===== config.mk =====
export PLATFORM = sky130hd
export DESIGN_NAME = fmpadding_cfg
export DESIGN_NICKNAME = d
export VERILOG_FILES = /design/src/rtl/fmpadding_cfg.sv
export SDC_FILE = /design/constraint.sdc
export NUM_CORES = 1
export LEC_CHECK = 0
export ABC_AREA = 0
export CORE_MARGIN = 2
export CORE_UTILIZATION = 59
export DETAILED_ROUTE_END_ITERATION = 10
export PLACE_DENSITY = 0.85
export SETUP_SLACK_MARGIN = 0.4
export SLEW_MARGIN = 5
export SYNTH_ARGS = -nofsm -noshare
export SYNTH_HDL_FRONTEND = slang
export SYNTH_SLANG_ARGS = --single-unit

===== constraint.sdc =====
create_clock -name clk -period 4.99 [get_ports clk]
set_input_delay 0.7485 -clock clk [delete_from_list [all_inputs] [get_ports clk]]
set_output_delay 0.7485 -clock clk [all_outputs]
set_load 0.01 [all_outputs]

===== src/rtl/fmpadding_cfg.sv =====
// Feature-map padding stage: wraps each frame of a SIMD-folded NHWC stream in pad beats,
// with geometry and pad value staged and committed only between frames.
module fmpadding_cfg_lane #(
    parameter int ELEM_BITS = 8
) (
    input  logic                 use_pad,
    input  logic [ELEM_BITS-1:0] pad,
    input  logic [ELEM_BITS-1:0] data,
    output logic [ELEM_BITS-1:0] out
);
    assign out = use_pad ? pad : data;
endmodule

module fmpadding_cfg #(
    parameter int XCOUNTER_BITS = 12,
    parameter int YCOUNTER_BITS = 12,
    parameter int NUM_CHANNELS  = 4,
    parameter int SIMD          = 1,
    parameter int ELEM_BITS     = 8,
    localparam int STREAM_BITS  = 8 * ((SIMD * ELEM_BITS + 7) / 8)
) (
    input  logic                   clk,
    input  logic                   rst,
    input  logic                   cfg_we,
    input  logic [3:0]             cfg_wa,
    input  logic [31:0]            cfg_wd,
    output logic                   s_axis_tready,
    input  logic                   s_axis_tvalid,
    input  logic [STREAM_BITS-1:0] s_axis_tdata,
    input  logic                   m_axis_tready,
    output logic                   m_axis_tvalid,
    output logic [STREAM_BITS-1:0] m_axis_tdata,
    output logic                   m_axis_tlast,
    output logic                   frame_done,
    output logic                   busy
);
    localparam int SF        = NUM_CHANNELS / SIMD;
    localparam int SW        = (SF > 1) ? $clog2(SF) : 1;
    localparam int LANE_BITS = SIMD * ELEM_BITS;

    if (NUM_CHANNELS % SIMD != 0) begin : g_bad_fold
        $error("fmpadding_cfg: NUM_CHANNELS must be a multiple of SIMD");
    end

    typedef struct packed {
        logic [XCOUNTER_BITS-1:0] xon, xoff, xend;
        logic [YCOUNTER_BITS-1:0] yon, yoff, yend;
        logic [ELEM_BITS-1:0]     pad;
    } cfg_t;

    cfg_t stg, act, eff;
    logic commit_pending, enabled, started;
    logic [SW-1:0]            s_cnt;
    logic [XCOUNTER_BITS-1:0] x_cnt;
    logic [YCOUNTER_BITS-1:0] y_cnt;
    logic                     a_vld, b_vld, b_last;
    logic [STREAM_BITS-1:0]   a_data, b_data, src_data, gen_data;
    logic commit_now, en_eff, fwd, b_slot, s_hs, src_rdy, gen, last_beat, unused_wd;

    // !started implies the counters sit at the origin. A pending commit is
    // bypassed straight into the generator so a new frame starts without a bubble.
    assign commit_now = commit_pending && !started;
    assign eff        = commit_now ? stg : act;
    assign en_eff     = enabled || commit_now;

    assign fwd = (x_cnt >= eff.xon) && (x_cnt < eff.xoff) &&
                 (y_cnt >= eff.yon) && (y_cnt < eff.yoff);

    assign s_axis_tready = enabled && !a_vld;
    assign s_hs          = s_axis_tvalid && s_axis_tready;
    assign b_slot        = m_axis_tready || !b_vld;
    assign src_rdy       = a_vld || s_hs;
    assign gen           = en_eff && b_slot && (!fwd || src_rdy);
    assign src_data      = a_vld ? a_data : s_axis_tdata;
    assign last_beat     = (s_cnt == SW'(SF - 1)) && (x_cnt == eff.xend) && (y_cnt == eff.yend);

    for (genvar l = 0; l < SIMD; l++) begin : g_lane
        fmpadding_cfg_lane #(.ELEM_BITS(ELEM_BITS)) u_lane (
            .use_pad (!fwd),
            .pad     (eff.pad),
            .data    (src_data[l*ELEM_BITS +: ELEM_BITS]),
            .out     (gen_data[l*ELEM_BITS +: ELEM_BITS])
        );
    end

    if (STREAM_BITS > LANE_BITS) begin : g_fill
        assign gen_data[STREAM_BITS-1:LANE_BITS] = fwd ? src_data[STREAM_BITS-1:LANE_BITS] : '0;
    end

    assign unused_wd     = ^cfg_wd;
    assign m_axis_tvalid = b_vld;
    assign m_axis_tdata  = b_data;
    assign m_axis_tlast  = b_last;
    assign frame_done    = b_vld && b_last && m_axis_tready;

    always_ff @(posedge clk) begin
        if (rst) begin
            stg            <= '0;
            act            <= '0;
            commit_pending <= 1'b0;
            enabled        <= 1'b0;
        end else begin
            if (commit_now) begin
                act            <= stg;
                enabled        <= 1'b1;
                commit_pending <= 1'b0;
            end
            if (cfg_we) begin
                case (cfg_wa)
                    4'd0:    stg.xon  <= cfg_wd[XCOUNTER_BITS-1:0];
                    4'd1:    stg.xoff <= cfg_wd[XCOUNTER_BITS-1:0];
                    4'd2:    stg.xend <= cfg_wd[XCOUNTER_BITS-1:0];
                    4'd4:    stg.yon  <= cfg_wd[YCOUNTER_BITS-1:0];
                    4'd5:    stg.yoff <= cfg_wd[YCOUNTER_BITS-1:0];
                    4'd6:    stg.yend <= cfg_wd[YCOUNTER_BITS-1:0];
                    4'd8:    stg.pad  <= cfg_wd[ELEM_BITS-1:0];
                    4'd15:   commit_pending <= 1'b1;
                    default: ;
                endcase
            end
        end
    end

    always_ff @(posedge clk) begin
        if (rst) begin
            s_cnt   <= '0;
            x_cnt   <= '0;
            y_cnt   <= '0;
            started <= 1'b0;
            a_vld   <= 1'b0;
            a_data  <= '0;
            b_vld   <= 1'b0;
            b_data  <= '0;
            b_last  <= 1'b0;
            busy    <= 1'b0;
        end else begin
            if (gen) begin
                b_data  <= gen_data;
                b_last  <= last_beat;
                started <= !last_beat;
                if (s_cnt == SW'(SF - 1)) begin
                    s_cnt <= '0;
                    if (x_cnt == eff.xend) begin
                        x_cnt <= '0;
                        y_cnt <= (y_cnt == eff.yend) ? '0 : y_cnt + 1'b1;
                    end else begin
                        x_cnt <= x_cnt + 1'b1;
                    end
                end else begin
                    s_cnt <= s_cnt + 1'b1;
                end
            end
            if (b_slot) b_vld <= gen;
            // Input lands in A only when it cannot go straight into B this cycle.
            if (s_hs && !(gen && fwd)) begin
                a_vld  <= 1'b1;
                a_data <= s_axis_tdata;
            end else if (gen && fwd && a_vld) begin
                a_vld <= 1'b0;
            end
            busy <= (busy && !frame_done) || (gen && !started);
        end
    end
endmodule


==> impl_metrics.json <==
{
  "status": "completed",
  "async_flop_share": 0,
  "fin_skew_ps": 11.3,
  "startpoint_type": "flip-flop",
  "dpl_cell_area_um2": 9850,
  "synth_cell_type_count": 58,
  "syn_avg_cell_area_um2": 9.58,
  "yosysSeqAreaShare": 0.449,
  "setup_viol": 0,
  "synth-main-ff-cell": "dfxtp_1",
  "relSlewSlack": 0.210,
  "worstPathArrival_ps": 4800,
  "slew_viol_final": 0,
  "period_needed_ps": 4370,
  "syn_area_um2": 9330,
  "cts-hold-fix-buffers": 0,
  "root_buffer": "clkbuf_16",
  "power-per-cell-area_nw_per_um2": 322,
  "coreArea_um2": 15300,
  "drc": 0,
  "synth_edf_count": 0,
  "gr-usage-all-layers": 0.252,
  "synth_nets": 1072,
  "grt_max_degree": 116,
  "worstMarginPinSlew_ps": 1180,
  "cts.clk_slew.worst_paths_ps": 60,
  "antenna_found_initial": 0,
  "synthCells": 974,
  "design_area_um2": 10600,
  "busiest_layer": "met2",
  "worstSkewPairLatency_ps": 500,
  "fp.dieH_um": 130,
  "setup_tns_ps": 0,
  "synth-warning-count": 0,
  "grt_pass1_wl_um": 33800,
  "synth_seq_cells": 209,
  "fmax_mhz": 229,
  "cts_sinks": 209,
  "switching_share": 0.214,
  "nets": 1094,
  "die_area_um2": 16800,
  "ctsLongestPathBuffers": 3,
  "place_congestion": 0.860,
  "antennaDiodeCount": 0,
  "cp_max_fo": 37,
  "worst_slack_ps": 620,
  "critPathRequiredTime_ps": 5420,
  "initial_core_util": 0.609,
  "io_buffers": 41,
  "p_seq_frac": 0.494,
  "p_switching_w": 0.000731,
  "cellInternalPower_w": 0.00268,
  "power_frac_clock": 0.471,
  "syn_to_final_growth_pct": 13.5,
  "cts_resized": 0,
  "grt_overflow": 0,
  "vias": 7076,
  "hp-class": "flip-flop to flip-flop",
  "die_x_um": 130,
  "ios": 62,
  "grt_use_met3": 0.0394,
  "pwr-share-comb": 0.035,
  "cts_setup_buffers": 0,
  "finalHoldViolCount": 0,
  "htree_levels": 1,
  "drt_iter0_drc": 474,
  "post-place-ws_ps": 778,
  "firstDrtPassIters": 5,
  "rows": 45,
  "rsz0062_at_grt": "false",
  "drive_gt1_frac": 0.0663,
  "grt_util_met1": 0.338,
  "maxCapViolCount": 0,
  "fin_crit_sh": 0.876,
  "wl_um": 21500,
  "crit_type": "flip-flop to flip-flop",
  "peakVddDrop_mv": 0.263,
  "wl_per_cell_um": 17.6,
  "cts_tree": "done",
  "end_kind": "flip-flop",
  "p_leak_nw": 4.81,
  "gr-usage-met2": 0.410,
  "grt_pass1_vias": 6768,
  "hpwl_um": 13900,
  "vias_per_cell": 5.79,
  "cts_buffers": 22,
  "ant_nets": 0
}
Yosys cell counts (9+ instances only):
master	number	area share
nand4_1	9	0.0060
nor2_1	187	0.075
xor2_1	21	0.020
and3_1	12	0.0080
nand2_1	54	0.022
a21oi_1	62	0.033
ha_1	49	0.066
nand3_1	12	0.0064
inv_1	13	0.0052
dfxtp_1	209	0.45
a22o_1	9	0.0085
clkbuf_1	35	0.014
o21ai_0	27	0.014
mux2i_1	149	0.16
routing by layer:
| metal | vias up | share of wire |
|---|---|---|
| li1 | 3437 | - |
| met1 | 3393 | 0.44 |
| met2 | 194 | 0.46 |
| met3 | 52 | 0.057 |
| met4 | 0 | 0.036 |
| met5 | - | 0 |
cells by family after synthesis:
kind of cell	share of synthesized area
flip-flops	0.449
multiplexers	0.176
adder cells (fa/ha/maj)	0.0657
XOR/XNOR	0.0254
buffers and inverters	0.0317
AND/OR/NAND/NOR	0.161
AO/OA/AOI/OAI	0.0919
placed cells by master (no fill, tap or decap), types with 9 or more instances in the layout:
cell type and count:
a21oi_1 62, a22o_1 9, and3_1 12, clkbuf_16 23
clkdlybuf4s50_1 40, dfxtp_1 209, ha_1 49, inv_1 13
mux2i_1 149, nand2_1 54, nand3_1 12, nand4_1 9
nor2_1 187, o21ai_0 27, xor2_1 21
power groups by stage:
stage,logic (W),clock network (W),registers (W)
after global placement,0.000117,0,0.00172
final,0.000119,0.00160,0.00168
after floorplan,0.0000643,0,0.00172
after CTS,0.000119,0.00163,0.00168
after global routing,0.000128,0.00169,0.00169
after detailed placement,0.000118,0,0.00172
flip-flops by register name, indices dropped and copies added (netlist names):
name / count
act: 80
stg: 80
x_cnt: 12
y_cnt: 12
a_data: 8
m_axis_tdata: 8
s_cnt: 2
a_vld: 1
busy: 1
commit_pending: 1
enabled: 1
m_axis_tlast: 1
m_axis_tvalid: 1
started: 1
cell type report:
cell class                 count  area, um^2
timing repair buffer          50         492
inverter                      13        48.8
fill                        1172        4730
tap                          211         264
multi-input combinational    700        4880
clock buffer                  32         649
sequential                   209        4180
clock inverter                 7        63.8
final timing paths:
path | startpoint | to | slack (ps) | cells past startpoint
worst max-delay path | started$_SDFFE_PP0P_ | x_cnt[10]$_SDFFE_PP0P_ | 620 | 14
worst min-delay path | stg[35]$_SDFFE_PP0P_ | stg[35]$_SDFFE_PP0P_ | 450 | 2
worst max register to register | started$_SDFFE_PP0P_ | x_cnt[10]$_SDFFE_PP0P_ | 620 | 14
worst min register to register | stg[35]$_SDFFE_PP0P_ | stg[35]$_SDFFE_PP0P_ | 450 | 2
stage by stage:
stage	hold WS [ps]	total power (W)	instances	utilization
6_report	454	0.00341	1222	0.691
5_1_grt	474	0.00350	1222	0.691
4_1_cts	454	0.00343	1220	0.690
3_5_place_dp	446	0.00184	1181	0.643
3_3_place_gp	442	0.00184	1181	0.643
2_1_floorplan	436	0.00178	974	-
worst max-delay path, stage by stage, from the launching register on:
cell and delay (ps):
dfxtp_1 530, nand2b_4 410, buf_12 310, nand2_1 120, nand2_1 100, ha_1 220
nand2b_1 150, a2111oi_0 460, o311a_1 290, o21ai_0 120, nand4_1 290, buf_4 360
o21ai_1 200, or4_1 570, a21oi_1 160
(Power assumes the default switching activity.)
